[src/rtl/uart8051_pkg.sv]
// Shared definitions for the 8051-style serial transmitter: mode encodings, FSM states,
// and frame-length helper in units of active ticks.
package uart8051_pkg;

    localparam logic [1:0] MODE_SHIFT  = 2'b00;
    localparam logic [1:0] MODE_8B     = 2'b01;
    localparam logic [1:0] MODE_9B_FIX = 2'b10;
    localparam logic [1:0] MODE_9B_VAR = 2'b11;

    typedef enum logic [1:0] {
        ST_IDLE  = 2'b00,
        ST_WAIT  = 2'b01,
        ST_SHIFT = 2'b10,
        ST_DONE  = 2'b11
    } tx_state_e;

    // Ticks from first bit to frame end: async modes add one tick so the stop bit is a full period.
    function automatic int frame_ticks(input logic [1:0] m, input int dw);
        case (m)
            MODE_SHIFT: return 2 * dw;
            MODE_8B:    return dw + 3;
            default:    return dw + 4;
        endcase
    endfunction

endpackage

[src/rtl/uart_tx_hold_buf.sv]
// One-entry holding register between the SBUF write port and the frame shifter.
// Latency 1 clk write-to-visible; in_rdy is low while the entry is occupied.
module uart_tx_hold_buf #(
    parameter int W = 9
) (
    input  logic         clk,
    input  logic         rst,
    input  logic         in_vld,
    output logic         in_rdy,
    input  logic [W-1:0] in_dat,
    output logic         out_vld,
    input  logic         out_pop,
    output logic [W-1:0] out_dat
);

    logic         full_q;
    logic [W-1:0] dat_q;

    assign in_rdy  = !full_q;
    assign out_vld = full_q;
    assign out_dat = dat_q;

    always_ff @(posedge clk) begin
        if (rst) begin
            full_q <= 1'b0;
            dat_q  <= '0;
        end else if (in_vld && in_rdy) begin
            full_q <= 1'b1;
            dat_q  <= in_dat;
        end else if (out_pop) begin
            full_q <= 1'b0;
        end
    end

endmodule

[src/rtl/uart_tx_8051_multimode.sv]
// 8051 SCON-mode serial transmitter (sync shift, 8-bit async, 9-bit fixed/variable rate).
// Bits change on the clk of each active tick; a queued word loads on the ending tick with no gap.
module uart_tx_8051_multimode
    import uart8051_pkg::*;
#(
    parameter int DATA_W = 8
) (
    input  logic              clk,
    input  logic              rst,
    input  logic [1:0]        mode,
    input  logic              tx_valid,
    output logic              tx_ready,
    input  logic [DATA_W-1:0] tx_data,
    input  logic              tx_tb8,
    input  logic              tick_baud,
    input  logic              tick_fix,
    input  logic              tick_shift,
    input  logic              ti_clr,
    output logic              tx,
    output logic              sdat,
    output logic              sclk,
    output logic              tx_busy,
    output logic              ti
);

    localparam int FW = DATA_W + 3;
    localparam int CW = $clog2(2 * DATA_W + 1);

    tx_state_e       state_q, state_d;
    logic [1:0]      mode_q;
    logic [FW-1:0]   sh_q;
    logic [CW-1:0]   cnt_q;
    logic [CW-1:0]   last_cnt;
    logic            tx_q, sdat_q, sclk_q, ti_q;

    logic            hb_vld;
    logic [DATA_W:0] hb_dat;
    logic [FW-1:0]   frame_w;
    logic            act_tick, step, end_tick, load, load_start;

    // Shift register is consumed from bit 0; vacated positions fill with the idle level.
    function automatic logic [FW-1:0] build_frame(input logic [1:0] m,
                                                  input logic [DATA_W-1:0] d,
                                                  input logic t);
        if (m == MODE_SHIFT)   return {3'b111, d};
        else if (m == MODE_8B) return {2'b11, d, 1'b0};
        else                   return {1'b1, t, d, 1'b0};
    endfunction

    uart_tx_hold_buf #(.W(DATA_W + 1)) u_hold (
        .clk     (clk),
        .rst     (rst),
        .in_vld  (tx_valid),
        .in_rdy  (tx_ready),
        .in_dat  ({tx_tb8, tx_data}),
        .out_vld (hb_vld),
        .out_pop (load),
        .out_dat (hb_dat)
    );

    always_comb begin
        act_tick = 1'b0;
        case (mode_q)
            MODE_SHIFT:  act_tick = tick_shift;
            MODE_9B_FIX: act_tick = tick_fix;
            default:     act_tick = tick_baud;
        endcase
    end

    assign last_cnt   = CW'(frame_ticks(mode_q, DATA_W) - 1);
    assign step       = act_tick && (state_q == ST_WAIT || state_q == ST_SHIFT);
    assign end_tick   = act_tick && (state_q == ST_SHIFT) && (cnt_q == last_cnt);
    assign load       = hb_vld && (state_q == ST_IDLE || state_q == ST_DONE || end_tick);
    assign load_start = load && end_tick && (mode != MODE_SHIFT);
    assign frame_w    = build_frame(mode, hb_dat[DATA_W-1:0], hb_dat[DATA_W]);

    always_ff @(posedge clk) begin
        if (rst) state_q <= ST_IDLE;
        else     state_q <= state_d;
    end

    always_comb begin
        state_d = state_q;
        case (state_q)
            ST_IDLE, ST_DONE: state_d = load ? ST_WAIT : ST_IDLE;
            ST_WAIT:          if (act_tick) state_d = ST_SHIFT;
            ST_SHIFT: begin
                if (end_tick) begin
                    if (!load)          state_d = ST_DONE;
                    else if (load_start) state_d = ST_SHIFT;
                    else                state_d = ST_WAIT;
                end
            end
            default:          state_d = ST_IDLE;
        endcase
    end

    always_ff @(posedge clk) begin
        if (rst) begin
            mode_q <= MODE_8B;
            sh_q   <= '1;
            cnt_q  <= '0;
            tx_q   <= 1'b1;
            sdat_q <= 1'b1;
            sclk_q <= 1'b1;
            ti_q   <= 1'b0;
        end else begin
            if (end_tick)    ti_q <= 1'b1;
            else if (ti_clr) ti_q <= 1'b0;

            if (state_q == ST_DONE) sdat_q <= 1'b1;

            if (load) begin
                mode_q <= mode;
                sh_q   <= frame_w;
                cnt_q  <= '0;
                if (end_tick) sclk_q <= 1'b1;
                // Back-to-back async frame: this tick doubles as tick 1 of the new frame.
                if (load_start) begin
                    tx_q  <= 1'b0;
                    sh_q  <= {1'b1, frame_w[FW-1:1]};
                    cnt_q <= CW'(1);
                end
            end else if (step) begin
                cnt_q <= cnt_q + CW'(1);
                if (mode_q == MODE_SHIFT) begin
                    if (!cnt_q[0]) begin
                        sclk_q <= 1'b0;
                        sdat_q <= sh_q[0];
                        sh_q   <= {1'b1, sh_q[FW-1:1]};
                    end else begin
                        sclk_q <= 1'b1;
                    end
                end else begin
                    tx_q <= sh_q[0];
                    sh_q <= {1'b1, sh_q[FW-1:1]};
                end
            end
        end
    end

    always_comb begin
        tx_busy = (state_q == ST_WAIT) || (state_q == ST_SHIFT);
        tx      = tx_q;
        sdat    = sdat_q;
        sclk    = sclk_q;
        ti      = ti_q;
    end

endmodule

[config.mk]
export PLATFORM = sky130hd
export DESIGN_NAME = uart_tx_8051_multimode
export DESIGN_NICKNAME = d
export VERILOG_FILES = /design/src/rtl/uart8051_pkg.sv /design/src/rtl/uart_tx_hold_buf.sv /design/src/rtl/uart_tx_8051_multimode.sv
export SDC_FILE = /design/constraint.sdc
export NUM_CORES = 1
export LEC_CHECK = 0
export BUFFER_PORTS_ARGS = -buffer_cell sky130_fd_sc_hd__buf_4
export CAP_MARGIN = 20
export CORE_ASPECT_RATIO = 0.9
export CORE_MARGIN = 5
export CORE_UTILIZATION = 30
export CTS_CLUSTER_SIZE = 20
export DETAILED_ROUTE_END_ITERATION = 16
export PLACE_DENSITY_LB_ADDON = 0.12
export SLEW_MARGIN = 40
export SYNTH_ARGS = -nofsm -noshare
export SYNTH_HDL_FRONTEND = slang
export SYNTH_SLANG_ARGS = --single-unit
[constraint.sdc]
create_clock -name clk -period 2.68 [get_ports clk]
set_clock_uncertainty 0.1 [all_clocks]
set_input_delay 0.536 -clock clk [delete_from_list [all_inputs] [get_ports clk]]
set_output_delay 0.536 -clock clk [all_outputs]
set_load 0.03 [all_outputs]
# Word level (Yosys, flattened, before mapping)
# Index checks and enable logic that the tools add are counted.
[classes]
n_addsub = 2
mul = 0
div_mod_pow = 0
magnitude_cmp = 0
n_eq_ne = 13
shift = 0
mux = 36
bitwise = 0
reduce_logical = 24
[op_table]
columns = ["cell", "n"]
rows = [
  ["11-bit two-way mux", 5],
  ["1-bit two-way mux", 20],
  ["10-bit two-way mux", 2],
  ["5-bit two-way mux", 2],
  ["5-bit case mux with 2 select lines", 1],
  ["2-bit nonzero test", 5],
  ["2-bit two-way mux", 4],
  ["2-bit != test (second input constant)", 4],
  ["1-bit logical AND", 7],
  ["2-bit by 1-bit == test with 1-bit output (second input constant)", 3],
  ["2-bit == test (second input constant)", 3],
  ["2-bit zero test", 3],
  ["2-bit case mux with 3 select lines", 1],
  ["3-bit AND reduction", 2],
  ["5-bit by 1-bit adder with 5-bit output (second input constant)", 1],
  ["5-bit == test", 1],
  ["5-bit by 2-bit subtractor with 5-bit output (second input constant)", 1],
  ["2-bit AND reduction", 2],
  ["1-bit logical OR", 3],
  ["3-bit != test (second input constant)", 1],
  ["2-bit by 1-bit != test with 1-bit output (second input constant)", 1],
  ["1-bit case mux with 2 select lines", 1],
  ["2-bit OR reduction", 1],
  ["1-bit zero test", 1],
]
[totals]
regBits = 34
latchBits = 0
ram_bits = 0
rom_bits = 0
n_memories = 0

# Logic depth before layout (Yosys ltp)
[depth]
word_depth = 13
ltp_mapped = 8
mapped_depth_nobuf = 7

# Cells and area by module
# From an unflattened synthesis, not the netlist that was laid out.
[unflattened]
hier_cells = 193
hier_area_um2 = 1815.5
[by_module_without_submodules]
columns = ["module", "n_inst", "cells_per_inst", "area_each_um2"]
rows = [
  ["uart_tx_8051_multimode", 1, 149, 1360.1],
  ["uart_tx_hold_buf", 1, 44, 455.4],
]

# Worst setup path after synthesis
# No wires, ideal clock.
[synth_timing]
path_type = "reg2reg"
startpoint = "register state_q[0]"
endpoint = "register sh_q[0]"
setup_time_ps = 120
t_arrival_ps = 2175
required_time_ps = 2460
setup_slack_ps = 285
path_stages_with_launch = 9
period_less_slack_ps = 2395
cell_sequence = "dfxtp_1 inv_1 ha_1 inv_1 o211a_1 a21boi_1 clkbuf_1 nor3b_1 a211o_1"
[synth_rtl]
columns = ["element", "line_no", "text"]
rows = [
  ["start: declaration", "uart_tx_8051_multimode.sv:29", "tx_state_e state_q, state_d;"],
  ["start signal: assignment", "uart_tx_8051_multimode.sv:79", "else state_q <= state_d;"],
  ["2-bit by 1-bit == test with 1-bit output or 2-bit == test (tied branches)", "n/a", ""],
  ["1-bit logical OR (*)", "n/a", ""],
  ["named net tx_busy", "uart_tx_8051_multimode.sv:22", "output logic tx_busy,"],
  ["1-bit logical AND (*)", "uart_tx_8051_multimode.sv:71", "assign step = act_tick && (state_q == ST_WAIT || state_q == ST_SHIFT);"],
  ["2-bit nonzero test (no line) (*)", "n/a", ""],
  ["2-bit AND reduction (no line) (*)", "n/a", ""],
  ["end signal: assignment", "uart_tx_8051_multimode.sv:115", "sh_q <= frame_w;"],
  ["end signal: assignment", "uart_tx_8051_multimode.sv:121", "sh_q <= {1'b1, frame_w[FW-1:1]};"],
  ["end signal: assignment", "uart_tx_8051_multimode.sv:130", "sh_q <= {1'b1, sh_q[FW-1:1]};"],
  ["end: declaration", "uart_tx_8051_multimode.sv:31", "logic [FW-1:0] sh_q;"],
]
# The timed path passes the listed nets; every way through them passes the cells marked *.
# A chain may end at the register's enable or synchronous reset.

# Worst setup path after layout
[layout_timing]
startpoint = "register state_q[0]"
endpoint = "register sh_q[6]"
[layout_between]
elab_chain_len = 9
[layout_lines]
columns = ["element", "line_no", "text"]
rows = [
  ["2-bit == test", "uart_tx_8051_multimode.sv:71, uart_tx_8051_multimode.sv:72", ""],
  ["1-bit logical AND (2 in series)", "uart_tx_8051_multimode.sv:72", "assign end_tick = act_tick && (state_q == ST_SHIFT) && (cnt_q == last_cnt);"],
  ["1-bit logical OR", "uart_tx_8051_multimode.sv:73", "assign load = hb_vld && (state_q == ST_IDLE || state_q == ST_DONE || end_tick);"],
  ["1-bit logical AND", "uart_tx_8051_multimode.sv:73", ""],
  ["1-bit logical AND (2 in series)", "uart_tx_8051_multimode.sv:74", "assign load_start = load && end_tick && (mode != MODE_SHIFT);"],
  ["11-bit two-way mux", "uart_tx_8051_multimode.sv:119", "if (load_start) begin"],
  ["11-bit two-way mux", "uart_tx_8051_multimode.sv:113", "if (load) begin"],
]
# Parallel ways exist; a longest one is shown, timed or not.

==> flow_summary.ini <==
[run_status]
status = completed

[grt]
antenna_found_initial = 0
grt_usage_pct = 13.4
grt_start_max_net_pins = 25
grt_pass1_vias = 1488
grt_pass1_wl_mm = 7.40
overflow = 0

[clocking]
tritoncts = yes
post_cts_resized = 0
hold_buffers = 0
cts.root.buffer_cell = clkbuf_8
post-cts-setup-buffer-count = 0
numCtsBuffers = 5
clock_path_buffers = 2
cts_sinks = 33
clk-insertion-delay-late_ns = 0.29
path_clk_slew_ns = 0.08
cts_htree_levels = 2

[synth]
syn_inst = 193
synth_most_common_cell = dfxtp_1
synth_ff_type = dfxtp_1
yosys-top-cells-count = dfxtp_1, nand2_1, inv_1, a21oi_1
synth_top_area_share_pct = 38.9
syn_area_sq_mm = 0.00170
synth_fa_ha_area_share_pct = 2.95
synthArstFlopShare_pct = 0
synth-xor-area-share_pct = 1.55
synthMuxAreaShare_pct = 2.43
synth_compound_area_share_pct = 29.6
yosysSeqAreaShare_pct = 38.9
synth_top_family_by_area = compound AO/OA/AOI/OAI gates
synth_warnings = 0
synth_edf_count = 0
yosysTopAreaCell = dfxtp_1
yosys.area_share.simple_pct = 18.4
synth_cell_types = 55
syn-num-nets = 215
avgSynthCellArea_sq_um = 8.80
synth-seq-cells = 33
synthTopCellsByArea = dfxtp_1, nand2_1, a21oi_1

[pwr]
power.density_mw_per_mm2 = 558
ir_drop_mv = 0.217
p_seq_share_pct = 48.3
p_sw_w = 0.000348
power_frac_comb_pct = 19.5
p_leak_nw = 0.830
clkPwrFrac_pct = 32.2
switching_share_pct = 30.2
intPower_w = 0.000806

[layout]
ff_latch_area_sq_um = 661
area_delta_synth_final_pct = 21.7
drive_above_1_share_pct = 22.4
fillCellCount = 603
multi_input_area_sq_um = 936
nNetsFinal = 244
antenna_cells = 0

[sta]
worst_slew_pin_slew_ns = 0.599
max_freq_ghz = 0.423
maxSlewViolCount = 0
rsz0062_at_grt = false
period_share_pct = 88.2
fin_hold_ws_ns = 0.351
period_minus_slack_ns = 2.36
setup_viol = 0
hold_violations = 0
slew_headroom_pct = 60.0
finalSetupTns_ns = 0

[setup_path]
critPathSlowestCell = dfxtp_1
crit_chain = inv_1 > ha_1 > inv_1 > o211a_1 > a21boi_2 > or2_1 > o221ai_1
cp_data_required_time_ns = 2.73
crit_type = reg2reg
slowest_delay_ns = 0.39
arrival_ns = 2.41
path_common_cell = inv_1
path_max_fanout = 8
worst-path-buf-inv = 2
start_kind = register
cp_top_family = compound AO/OA/AOI/OAI gates
cp-end-kind = register

[drt]
drc = 0
ant_nets = 0
drt-total-wl_mm = 4.47
num_vias = 1528
first_iter_violations = 121
dr.pass1.iters = 4
vias_per_cell = 5.22
wl_per_cell_um = 15.3

[floorplanning]
pin_count = 24
die_h_um = 81.4
core-area_sq_mm = 0.00560
start_util_pct = 30.3
rows = 26
die-area_sq_mm = 0.00727
chipWidth_um = 89.3

[job]
cap_viol_max_count = 0

[placement]
place_congestion = 0.771
portBuffers = 23
hpwl_mm = 3.21

[worst_hold_path]
hp-class = reg2reg
## placed cells by master (no fill, tap or decap), drive strengths merged, types with 7 or more instances in the layout
cell / count
a21oi: 13
inv: 15
dfxtp: 33
nor3: 9
nor2: 10
nand2: 23
o221ai: 7
o22ai: 7
buf: 32
## sequential cells by signal, indices dropped and copies added, names as in the netlist
signal	count
tx	1
sh_q	10
sdat	1
state_q	2
mode_q	2
u_hold.out_vld	1
u_hold.out_dat	9
ti	1
sclk	1
cnt_q	5
## power groups by stage
stage,clock [W],sequential [W],combinational (W)
2_1_floorplan,0,0.000558,0.000158
3_3_place_gp,0,0.000569,0.000225
3_5_place_dp,0,0.000568,0.000224
4_1_cts,0.000387,0.000557,0.000225
5_1_grt,0.000413,0.000563,0.000251
6_report,0.000372,0.000558,0.000225
## tightest hold or removal path, stage by stage, from the launching register on
cell and delay [ns]:
dfxtp_1 0.31, nand2_1 0.05, a21oi_1 0.05
## area by class of cell
class / instances / share of cell area (%)
clock inverters: 3 / 0.847
inverters: 15 / 2.72
clock buffers: 5 / 3.33
well taps: 70 / 4.24
multi-input cells: 135 / 45.3
flip-flops and latches: 33 / 32.0
repair buffers: 32 / 11.6
## final timing paths
kind / slack [ns] / cells after the start / to / start
setup / recovery: 0.32 / 7 / sh_q[6] / state_q[0]
hold / removal: 0.35 / 2 / u_hold.out_dat[8] / u_hold.out_dat[8]
setup reg to reg: 0.32 / 7 / sh_q[6] / state_q[0]
hold reg to reg: 0.35 / 2 / u_hold.out_dat[8] / u_hold.out_dat[8]
## layer usage
layer | global-route usage, % | part of all wire, % | vias up
met2 | 18.9 | 42 | 25
li1 | - | - | 780
met1 | 19.7 | 54 | 716
met4 | 4.46 | 1.3 | 0
met3 | 3.25 | 2.9 | 7
met5 | 0 | 0 | -
## stage by stage
| stage | cell area [sq um] | worst slack (ns) | total power, W | cells | util [%] |
|---|---|---|---|---|---|
| final | 2070 | 0.317 | 0.00115 | 293 | 36.9 |
| after global routing | 2070 | 0.101 | 0.00123 | 293 | 36.9 |
| after CTS | 2060 | 0.193 | 0.00117 | 293 | 36.9 |
| after detailed placement | 1980 | 0.209 | 0.000792 | 285 | 35.3 |
| after global placement | 1980 | 0.302 | 0.000794 | 285 | 35.3 |
| after floorplan | 1700 | 0.285 | 0.000716 | 193 | - |
## cells by family (layout without fill, tap and decap cells)
kind of cell | Yosys count | after routing
and+or+nand+nor | 60 | 60
buffers and inverters | 25 | 55
DFF | 33 | 33
adders and majority gates | 4 | 4
xor gates and xnor gates | 3 | 3
muxes | 4 | 4
AOI/OAI and AO/OA | 64 | 64
Note: power is estimated with default switching activity, not from simulation.
